--- src/rtl/mem_access_unit.sv ---
// rtl/mem_access_unit.sv - MEM-stage data-cache controller for the pipelined LC-3b core.
module mem_access_unit #(
  parameter logic [3:0] OP_LDB = 4'b0010,
  parameter logic [3:0] OP_LDR = 4'b0110,
  parameter logic [3:0] OP_LDI = 4'b1010,
  parameter logic [3:0] OP_STB = 4'b0011,
  parameter logic [3:0] OP_STR = 4'b0111,
  parameter logic [3:0] OP_STI = 4'b1011
) (
  input  logic        clk,
  input  logic        reset_n,
  input  logic        valid_in,
  input  logic [3:0]  operation_in,
  input  logic [15:0] alu_out_in,
  input  logic [15:0] store_data_in,
  input  logic [2:0]  dest_in,
  input  logic        load_regfile_in,
  input  logic        ext_stall_in,
  input  logic        mem_resp,
  input  logic [15:0] mem_rdata,
  output logic [15:0] mem_address,
  output logic [15:0] mem_wdata,
  output logic        mem_read,
  output logic        mem_write,
  output logic [1:0]  mem_byte_enable,
  output logic [15:0] regfilemux_out,
  output logic [2:0]  dest_out,
  output logic        load_regfile_out,
  output logic        stall_pipeline
);

  typedef enum logic [1:0] {IDLE, INDIR, HOLD} state_t;

  state_t      state_q, state_d;
  logic [15:0] ptr_q, ptr_d;
  logic [15:0] result_q, result_d;

  logic is_ldb, is_ldr, is_ldi, is_stb, is_str, is_sti;
  logic is_load, is_indirect, mem_op;
  logic [7:0]  byte_sel;
  logic [15:0] load_data, final_value;
  logic        rd, wr, mem_stall;

  assign is_ldb      = (operation_in == OP_LDB);
  assign is_ldr      = (operation_in == OP_LDR);
  assign is_ldi      = (operation_in == OP_LDI);
  assign is_stb      = (operation_in == OP_STB);
  assign is_str      = (operation_in == OP_STR);
  assign is_sti      = (operation_in == OP_STI);
  assign is_load     = is_ldb | is_ldr | is_ldi;
  assign is_indirect = is_ldi | is_sti;
  assign mem_op      = valid_in & (is_load | is_stb | is_str | is_sti);

  assign byte_sel    = alu_out_in[0] ? mem_rdata[15:8] : mem_rdata[7:0];
  assign load_data   = is_ldb ? {{8{byte_sel[7]}}, byte_sel} : mem_rdata;
  assign final_value = is_load ? load_data : alu_out_in;

  always_ff @(posedge clk or negedge reset_n) begin
    if (!reset_n) begin
      state_q  <= IDLE;
      ptr_q    <= 16'h0000;
      result_q <= 16'h0000;
    end else begin
      state_q  <= state_d;
      ptr_q    <= ptr_d;
      result_q <= result_d;
    end
  end

  always_comb begin
    state_d         = state_q;
    ptr_d           = ptr_q;
    result_d        = result_q;
    mem_address     = alu_out_in & 16'hFFFE;
    mem_wdata       = store_data_in;
    mem_byte_enable = 2'b11;
    rd              = 1'b0;
    wr              = 1'b0;
    regfilemux_out  = alu_out_in;
    mem_stall       = 1'b0;

    case (state_q)
      IDLE: begin
        if (mem_op) begin
          rd = is_load | is_sti;
          wr = is_str | is_stb;
          if (is_stb) begin
            mem_address     = alu_out_in;
            mem_wdata       = {store_data_in[7:0], store_data_in[7:0]};
            mem_byte_enable = alu_out_in[0] ? 2'b10 : 2'b01;
          end else if (is_ldb) begin
            mem_address = alu_out_in;
          end
          if (mem_resp) begin
            if (is_indirect) begin
              // Pointer fetched; the second access starts next cycle with no gap.
              ptr_d     = mem_rdata;
              state_d   = INDIR;
              mem_stall = 1'b1;
            end else begin
              regfilemux_out = final_value;
              if (ext_stall_in) begin
                result_d = final_value;
                state_d  = HOLD;
              end
            end
          end else begin
            mem_stall = 1'b1;
          end
        end
      end
      INDIR: begin
        mem_address = ptr_q & 16'hFFFE;
        rd          = is_ldi;
        wr          = ~is_ldi;
        if (mem_resp) begin
          regfilemux_out = final_value;
          if (ext_stall_in) begin
            result_d = final_value;
            state_d  = HOLD;
          end else begin
            state_d = IDLE;
          end
        end else begin
          mem_stall = 1'b1;
        end
      end
      HOLD: begin
        // Instruction is frozen in EX/MEM; replay the captured value instead of re-accessing.
        regfilemux_out = result_q;
        if (!ext_stall_in) state_d = IDLE;
      end
      default: state_d = IDLE;
    endcase
  end

  assign mem_read         = rd & reset_n;
  assign mem_write        = wr & reset_n;
  assign stall_pipeline   = (mem_stall & reset_n) | ext_stall_in;
  assign dest_out         = dest_in;
  assign load_regfile_out = load_regfile_in & valid_in;

endmodule

--- config.mk ---
export PLATFORM = sky130hd
export DESIGN_NAME = mem_access_unit
export DESIGN_NICKNAME = d
export VERILOG_FILES = /design/src/rtl/mem_access_unit.sv
export SDC_FILE = /design/constraint.sdc
export NUM_CORES = 1
export LEC_CHECK = 0
export CAP_MARGIN = 15
export CORE_MARGIN = 5
export CORE_UTILIZATION = 42
export CTS_CLUSTER_DIAMETER = 30
export DETAILED_ROUTE_END_ITERATION = 12
export GPL_ROUTABILITY_DRIVEN = 0
export PLACE_DENSITY = 0.88
export SLEW_MARGIN = 15
export SYNTH_ARGS = -nofsm -noshare
export SYNTH_HDL_FRONTEND = slang
export SYNTH_SLANG_ARGS = --single-unit
--- constraint.sdc ---
create_clock -name clk -period 2.65 [get_ports clk]
set_input_delay 0.6625 -clock clk [delete_from_list [all_inputs] [get_ports clk]]
set_output_delay 0.6625 -clock clk [all_outputs]
set_load 0.03 [all_outputs]
==> results.py, run 1 <==
metrics = {
    "route": {
        "wl_met1_um": 3600,
        "viasPerCell": 5.93,
        "vias": 2780,
        "drt_iter0_markers": 154,
        "drt-pass1-iter-count": 5,
        "met3_length_um": 827,
        "route.met2.wl_um": 5220,
        "route.antenna.remaining_nets": 0,
        "wl_um": 10000,
        "wl_per_cell_um": 21.4,
        "highest_layer": "met4",
        "drcViolationCount": 0,
    },
    "layout": {
        "antenna_cells": 0,
        "areaGrowthSynthToFinish_pct": 74.0,
        "drive_gt1_frac": 0.538,
        "n_fill_cell": 365,
        "nets": 454,
    },
    "yosys": {
        "synth_edf_count": 0,
        "syn-cell-area_um2": 2490,
        "ys_seq_elements": 33,
        "muxShareOfSynthArea": 0.217,
        "synth.avg_cell_area_um2": 10.1,
        "synth_top_family_by_area": "compound AO/OA/AOI/OAI gates",
        "yosysTopAreaCell": "dfrtp_1",
        "synth_fa_ha_area_frac": 0,
        "syn_inst": 247,
        "synth_compound_area_frac": 0.257,
        "synth_area_leaders": "dfrtp_1, mux2_2, mux2_4",
        "synth_fp_nets": 308,
        "ys.flop_type": "dfrtp_1",
        "yosysUniqueCellTypes": 41,
        "synthArstFlopShare": 1.00,
        "yosysWarnings": 0,
        "synth.most_common_cell": "mux2_2",
        "synth_top_area_frac": 0.331,
        "yosysSeqAreaShare": 0.331,
        "synthTopCellsByCount": "mux2_2, dfrtp_1, nand2_1, o21ai_0, buf_4",
        "synthSimpleGateAreaFrac": 0.110,
        "synth_xor_area_frac": 0,
    },
    "timing": {
        "clock-skew-final_ns": 0.00917,
        "worst_slew_pin_slew_ns": 0.447,
        "report.final.slew_viol_count": 0,
        "slew_headroom": 0.702,
        "final.setup.tns_ns": -0.0116,
        "rsz0062_at_grt": "yes",
        "hold_slack_ns": 0.486,
        "final.min_clock_period_ns": 2.66,
        "post-route-period-util": 1.00,
        "max_freq_mhz": 376,
        "final-setup-viol-count": 1,
        "layout_setup_ws_ns": -0.0116,
        "hold_violations": 0,
    },
    "worst_setup_path": {
        "regToRegStartpoint": "state_q[0]$_DFFE_PN0P_",
        "crit_type": "in -> out",
        "worst_setup_path_end_kind": "output port",
        "arrival_ns": 2.00,
        "worstReg2RegEnd": "ptr_q[14]$_DFFE_PN0P_",
        "startpoint": "operation_in[2]",
        "endpoint": "regfilemux_out[0]",
        "critPathRequiredTime_ns": 1.99,
        "start_kind": "input port",
        "critPathMaxFanout": 7,
        "r2r_cells": 7,
        "rrSetupSlack_ns": 0.61,
    },
    "die": {
        "core_um2": 5850,
        "placementRows": 28,
        "initial_utilization": 0.426,
        "die_h_um": 87.0,
        "die_area_um2": 7580,
        "io_pins": 118,
        "die_w_um": 87.0,
    },
    "placed_design": {
        "portBuffers": 111,
        "post-place-ws_ns": -0.759,
        "hpwl_um": 6600,
    },
    "cts": {
        "cts_root_buf": "clkbuf_8",
        "cts_buffers": 5,
        "cts_sinks": 33,
        "cts_max_level": 2,
        "worstSkewPairLatency_ns": 0.29,
        "cts_max_path_buffers": 2,
        "clk_pin_slew_ns": 0.07,
        "cts_tree": "done",
    },
    "global_route": {
        "grt_start_max_net_pins": 34,
        "grt_pass1_vias": 2881,
        "grt-ovfl-total": 0,
        "track_usage": 0.238,
        "antenna_found_initial": 0,
        "grt_pass1_wl_um": 14200,
    },
    "power": {
        "p_leak_uw": 0.00196,
        "vdd_drop_max_uv": 303,
        "powerDensity_nw_per_um2": 475,
        "power_uw": 2060,
    },
    "hold_path": {
        "hold_path_startpoint": "result_q[11]$_DFFE_PN0P_",
        "hp-class": "reg -> reg",
        "hold_depth": 2,
    },
    "run_status": {
        "violations": "negative setup slack",
        "status": "complete, but fails checks",
    },
    "job": {
        "cap_violations": 0,
    },
}
-- metrics by stage --
step | cell area (µm²) | std cells | util
global route | 4340 | 469 | 0.741
detailed placement | 3790 | 449 | 0.648
floorplan | 2510 | 247 | -
CTS | 4090 | 462 | 0.698
finish | 4340 | 469 | 0.741
global placement | 3790 | 449 | 0.648
-- metal layers --
layer / vias up / track usage
met3: 43 / 0.0501
met4: 0 / 0.0907
met2: 189 / 0.426
li1: 1216 / -
met5: - / 0
met1: 1332 / 0.277
-- registers in the layout, indices dropped and copies added, names as in the netlist --
register,count
state_q,2
result_q,16
ptr_q,15
-- final cells by class --
class	instances	area, µm²	share of cell area
clock inverters	1	30.0	0.00692
clock buffers	7	86.3	0.0199
repair buffers	169	1520	0.351
inverters	3	11.3	0.00260
multi-input cells	181	1770	0.408
well taps	75	93.8	0.0216
flip-flops and latches	33	827	0.191
-- cell families (layout without fill, tap and decap cells) --
| group | count (synthesis) | in the layout |
|---|---|---|
| AOI/OAI and AO/OA | 87 | 87 |
| buffers and inverters | 33 | 180 |
| DFF | 33 | 33 |
| muxes | 45 | 45 |
| and+or+nand+nor | 49 | 49 |
-- critical path, cell delays in order --
cell     delay (ns)
buf_4          0.14
buf_6          0.13
or3b_4         0.48
o22ai_4        0.13
a21oi_2        0.08
a21o_1         0.22
buf_12         0.15
-- layout by cell type (no fill, tap or decap), drive strengths merged, types with 9 or more instances in the layout --
cell type      netlist  layout
buf                 26     107
a22oi                9       9
nand2               25      25
o211ai              10      10
clkbuf               4       9
a2bb2oi             11      11
mux2                45      45
o21ai               21      21
clkdlybuf4s50        0      55
dfrtp               33      33
-- power breakdown --
group,internal [µW],total [µW],switching [µW]
Combinational,429,825,397
Clock,307,511,204
Sequential,638,723,85.2
-- repair_timing --
item | in CTS | in global routing
setup buffers | 4 | 6
resized for setup | 118 | 56
pin swaps | 6 | 19
hold buffers | 0 | 0
endpoints found under the setup margin | 31 | 27
gates cloned | 1 | 1
-- how the worst min path moves through the flow --
stage	end	slack [ns]
after floorplan	ptr_q[10]$_DFFE_PN0P_	0.37
after global placement	result_q[11]$_DFFE_PN0P_	0.46
after detailed placement	result_q[11]$_DFFE_PN0P_	0.47
after CTS	result_q[11]$_DFFE_PN0P_	0.49
after global routing	result_q[9]$_DFFE_PN0P_	0.52
final	result_q[11]$_DFFE_PN0P_	0.49
Note: power is estimated with default switching activity, not from simulation.
==> run 2: changes to the inputs <==
Settings changed: CORE_UTILIZATION 42 to 40, GPL_ROUTABILITY_DRIVEN 0 to 1, PLACE_DENSITY 0.88 to 0.85.
==> run 2 against run 1 <==
The flow now finishes without violations. First-iteration DRC count rose by 5.2%. Sequential cell count did not move. Clock-buffer cell count did not move. Combinational power fell by 2.8%. Critical path depth rose by 1. Hold slack improved by 0.0042 ns. Clock skew rose by 0.0022 ns. Setup slack improved by 0.034 ns. Largest power group unchanged. Power fell by 1.8%.
==> results.py, run 2 (synthesis results as in run 1) <==
metrics = {
    "cts": {
        "cts_max_level": 2,
        "cts_root_buf": "clkbuf_8",
        "cts_sinks": 33,
        "cts-hold-fix-buffers": 0,
        "cts_max_path_buffers": 2,
        "cts_tree": "done",
        "worstSkewPairLatency_ns": 0.29,
        "clk_pin_slew_ns": 0.07,
        "cts_buffers": 5,
    },
    "worst_setup_path": {
        "path_common_cell": "buf_4",
        "start_kind": "input port",
        "path_buf_inv": 4,
        "path_cells": "buf_2 > buf_6 > buf_4 > nand2b_1 > o22ai_1 > a32oi_1 > o21ai_0 > buf_4",
        "endpoint": "stall_pipeline",
        "crit_type": "in -> out",
        "cpPeakStageDelay_ns": 0.27,
        "critPathRequiredTime_ns": 1.99,
        "startpoint": "operation_in[2]",
        "worst_setup_path_end_kind": "output port",
        "critPathMaxFanout": 5,
        "cpMaxStageDelayCell": "o21ai_0",
        "worstReg2RegEnd": "ptr_q[14]$_DFFE_PN0P_",
        "cp_num_cells": 8,
        "r2r_cells": 5,
        "regToRegStartpoint": "state_q[0]$_DFFE_PN0P_",
        "rrSetupSlack_ns": 0.85,
        "arrival_ns": 1.96,
        "crit_family": "buffers and inverters",
    },
    "die": {
        "die_area_um2": 7910,
        "placementRows": 28,
        "io_pins": 118,
        "die_h_um": 88.9,
        "core_um2": 5990,
        "initial_utilization": 0.416,
        "die_w_um": 88.9,
    },
    "timing": {
        "rsz0062_at_grt": "no",
        "report.final.slew_viol_count": 0,
        "final.min_clock_period_ns": 2.63,
        "final-setup-viol-count": 0,
        "layout_setup_ws_ns": 0.0227,
        "hold_slack_ns": 0.490,
        "worst_slew_pin_slew_ns": 0.458,
        "hold_violations": 0,
        "slew_headroom": 0.695,
        "max_freq_mhz": 381,
        "clock-skew-final_ns": 0.0114,
        "post-route-period-util": 0.991,
    },
    "layout": {
        "drive_gt1_frac": 0.534,
        "nets": 448,
        "regMostFlops": "result_q",
        "final_cell_mix": "buf_4, clkdlybuf4s50_1, mux2_2, buf_6, dfrtp_1",
        "reg.largest.list": "result_q x16, ptr_q x15, state_q x2",
        "areaGrowthSynthToFinish_pct": 70.9,
        "final_common_cell": "buf_4",
        "largest_register_ffs": 16,
        "antenna_cells": 0,
    },
    "placed_design": {
        "portBuffers": 111,
        "hpwl_um": 6650,
        "post-place-ws_ns": -0.838,
        "gp_congestion": 0.907,
    },
    "run_status": {
        "status": "complete, no violations",
    },
    "route": {
        "drt_iter0_markers": 162,
        "drt-pass1-iter-count": 4,
        "viasPerCell": 5.65,
        "wl_um": 9330,
        "vias": 2614,
        "wl_per_cell_um": 20.2,
        "drcViolationCount": 0,
        "route.antenna.remaining_nets": 0,
    },
    "global_route": {
        "track_usage": 0.241,
        "grtUsageMet3": 0.0516,
        "grt-ovfl-total": 0,
        "grt_pass1_wl_um": 14600,
        "grt_start_max_net_pins": 34,
        "grt_pass1_vias": 2781,
        "antenna_found_initial": 0,
        "use_met1": 0.288,
        "met2_usage": 0.432,
        "top_usage_layer": "met2",
    },
    "power": {
        "vdd_drop_max_uv": 351,
        "powerDensity_nw_per_um2": 475,
        "p_leak_uw": 0.00191,
    },
    "hold_path": {
        "hp-class": "reg -> reg",
    },
    "job": {
        "cap_violations": 0,
    },
}
## run 2: cell types whose count changed in the layout (fill, tap and decap cells not counted), moves of 3 or more
cell / change
a2bb2oi_4: -3
a31oi_2: +3
buf_4: -22
buf_6: +15
nand2_2: +3
nand2_4: -3
## run 2: what timing repair did
action                     in CTS  in global routing
setup buffers                   5                  3
pin swaps                      17                  9
gates resized for setup       192                 23
cloned                          2                  0
setup endpoints to repair      32                 23
## run 2: where the power goes
part	internal, µW	total [µW]	switching (µW)	leakage, µW
Clock	307	502	195	0.0000585
Sequential	638	719	80.9	0.000409
Combinational	421	802	381	0.00145
## run 2: layout make-up
class,count,area [µm²]
flip-flops and latches,33,827
clock buffers,7,86.3
inverters,3,11.3
clock inverters,1,30.0
fillers,418,1730
repair buffers,163,1500
well taps,75,93.8
multi-input cells,181,1720
## run 2: routing by layer
metal  up-vias  part of all wire
met5         -                 0
met4         0             0.015
met3        15             0.073
met2       124              0.52
met1      1280              0.39
li1       1195                 -
## run 2: worst min-delay path by stage
stage                                         from                        to  slack, ns  depth (start not counted)
after detailed placement  result_q[13]$_DFFE_PN0P_  result_q[13]$_DFFE_PN0P_       0.48                          2
after global routing      result_q[13]$_DFFE_PN0P_  result_q[13]$_DFFE_PN0P_       0.52                          2
final                     result_q[13]$_DFFE_PN0P_  result_q[13]$_DFFE_PN0P_       0.49                          2
after global placement    result_q[14]$_DFFE_PN0P_  result_q[14]$_DFFE_PN0P_       0.46                          2
after floorplan                            reset_n     ptr_q[10]$_DFFE_PN0P_       0.37                          0
after CTS                 result_q[13]$_DFFE_PN0P_  result_q[13]$_DFFE_PN0P_       0.49                          2
## run 2: per-stage QoR
step | area (µm²) | setup TNS (ns) | power [µW] | cells | util
CTS | 4170 | 0 | 2000 | 460 | 0.696
global placement | 3760 | -17.74 | 1410 | 445 | 0.628
detailed placement | 3760 | -18.32 | 1440 | 445 | 0.628
global route | 4260 | 0 | 2110 | 463 | 0.711
finish | 4260 | 0 | 2020 | 463 | 0.711
floorplan | 2510 | -0.0917 | 1130 | 247 | -
## run 2: tightest hold or removal path, stage by stage, from the launching register on
cell and delay (ns):
dfrtp_1 0.35, nand2_1 0.05, o21ai_0 0.06
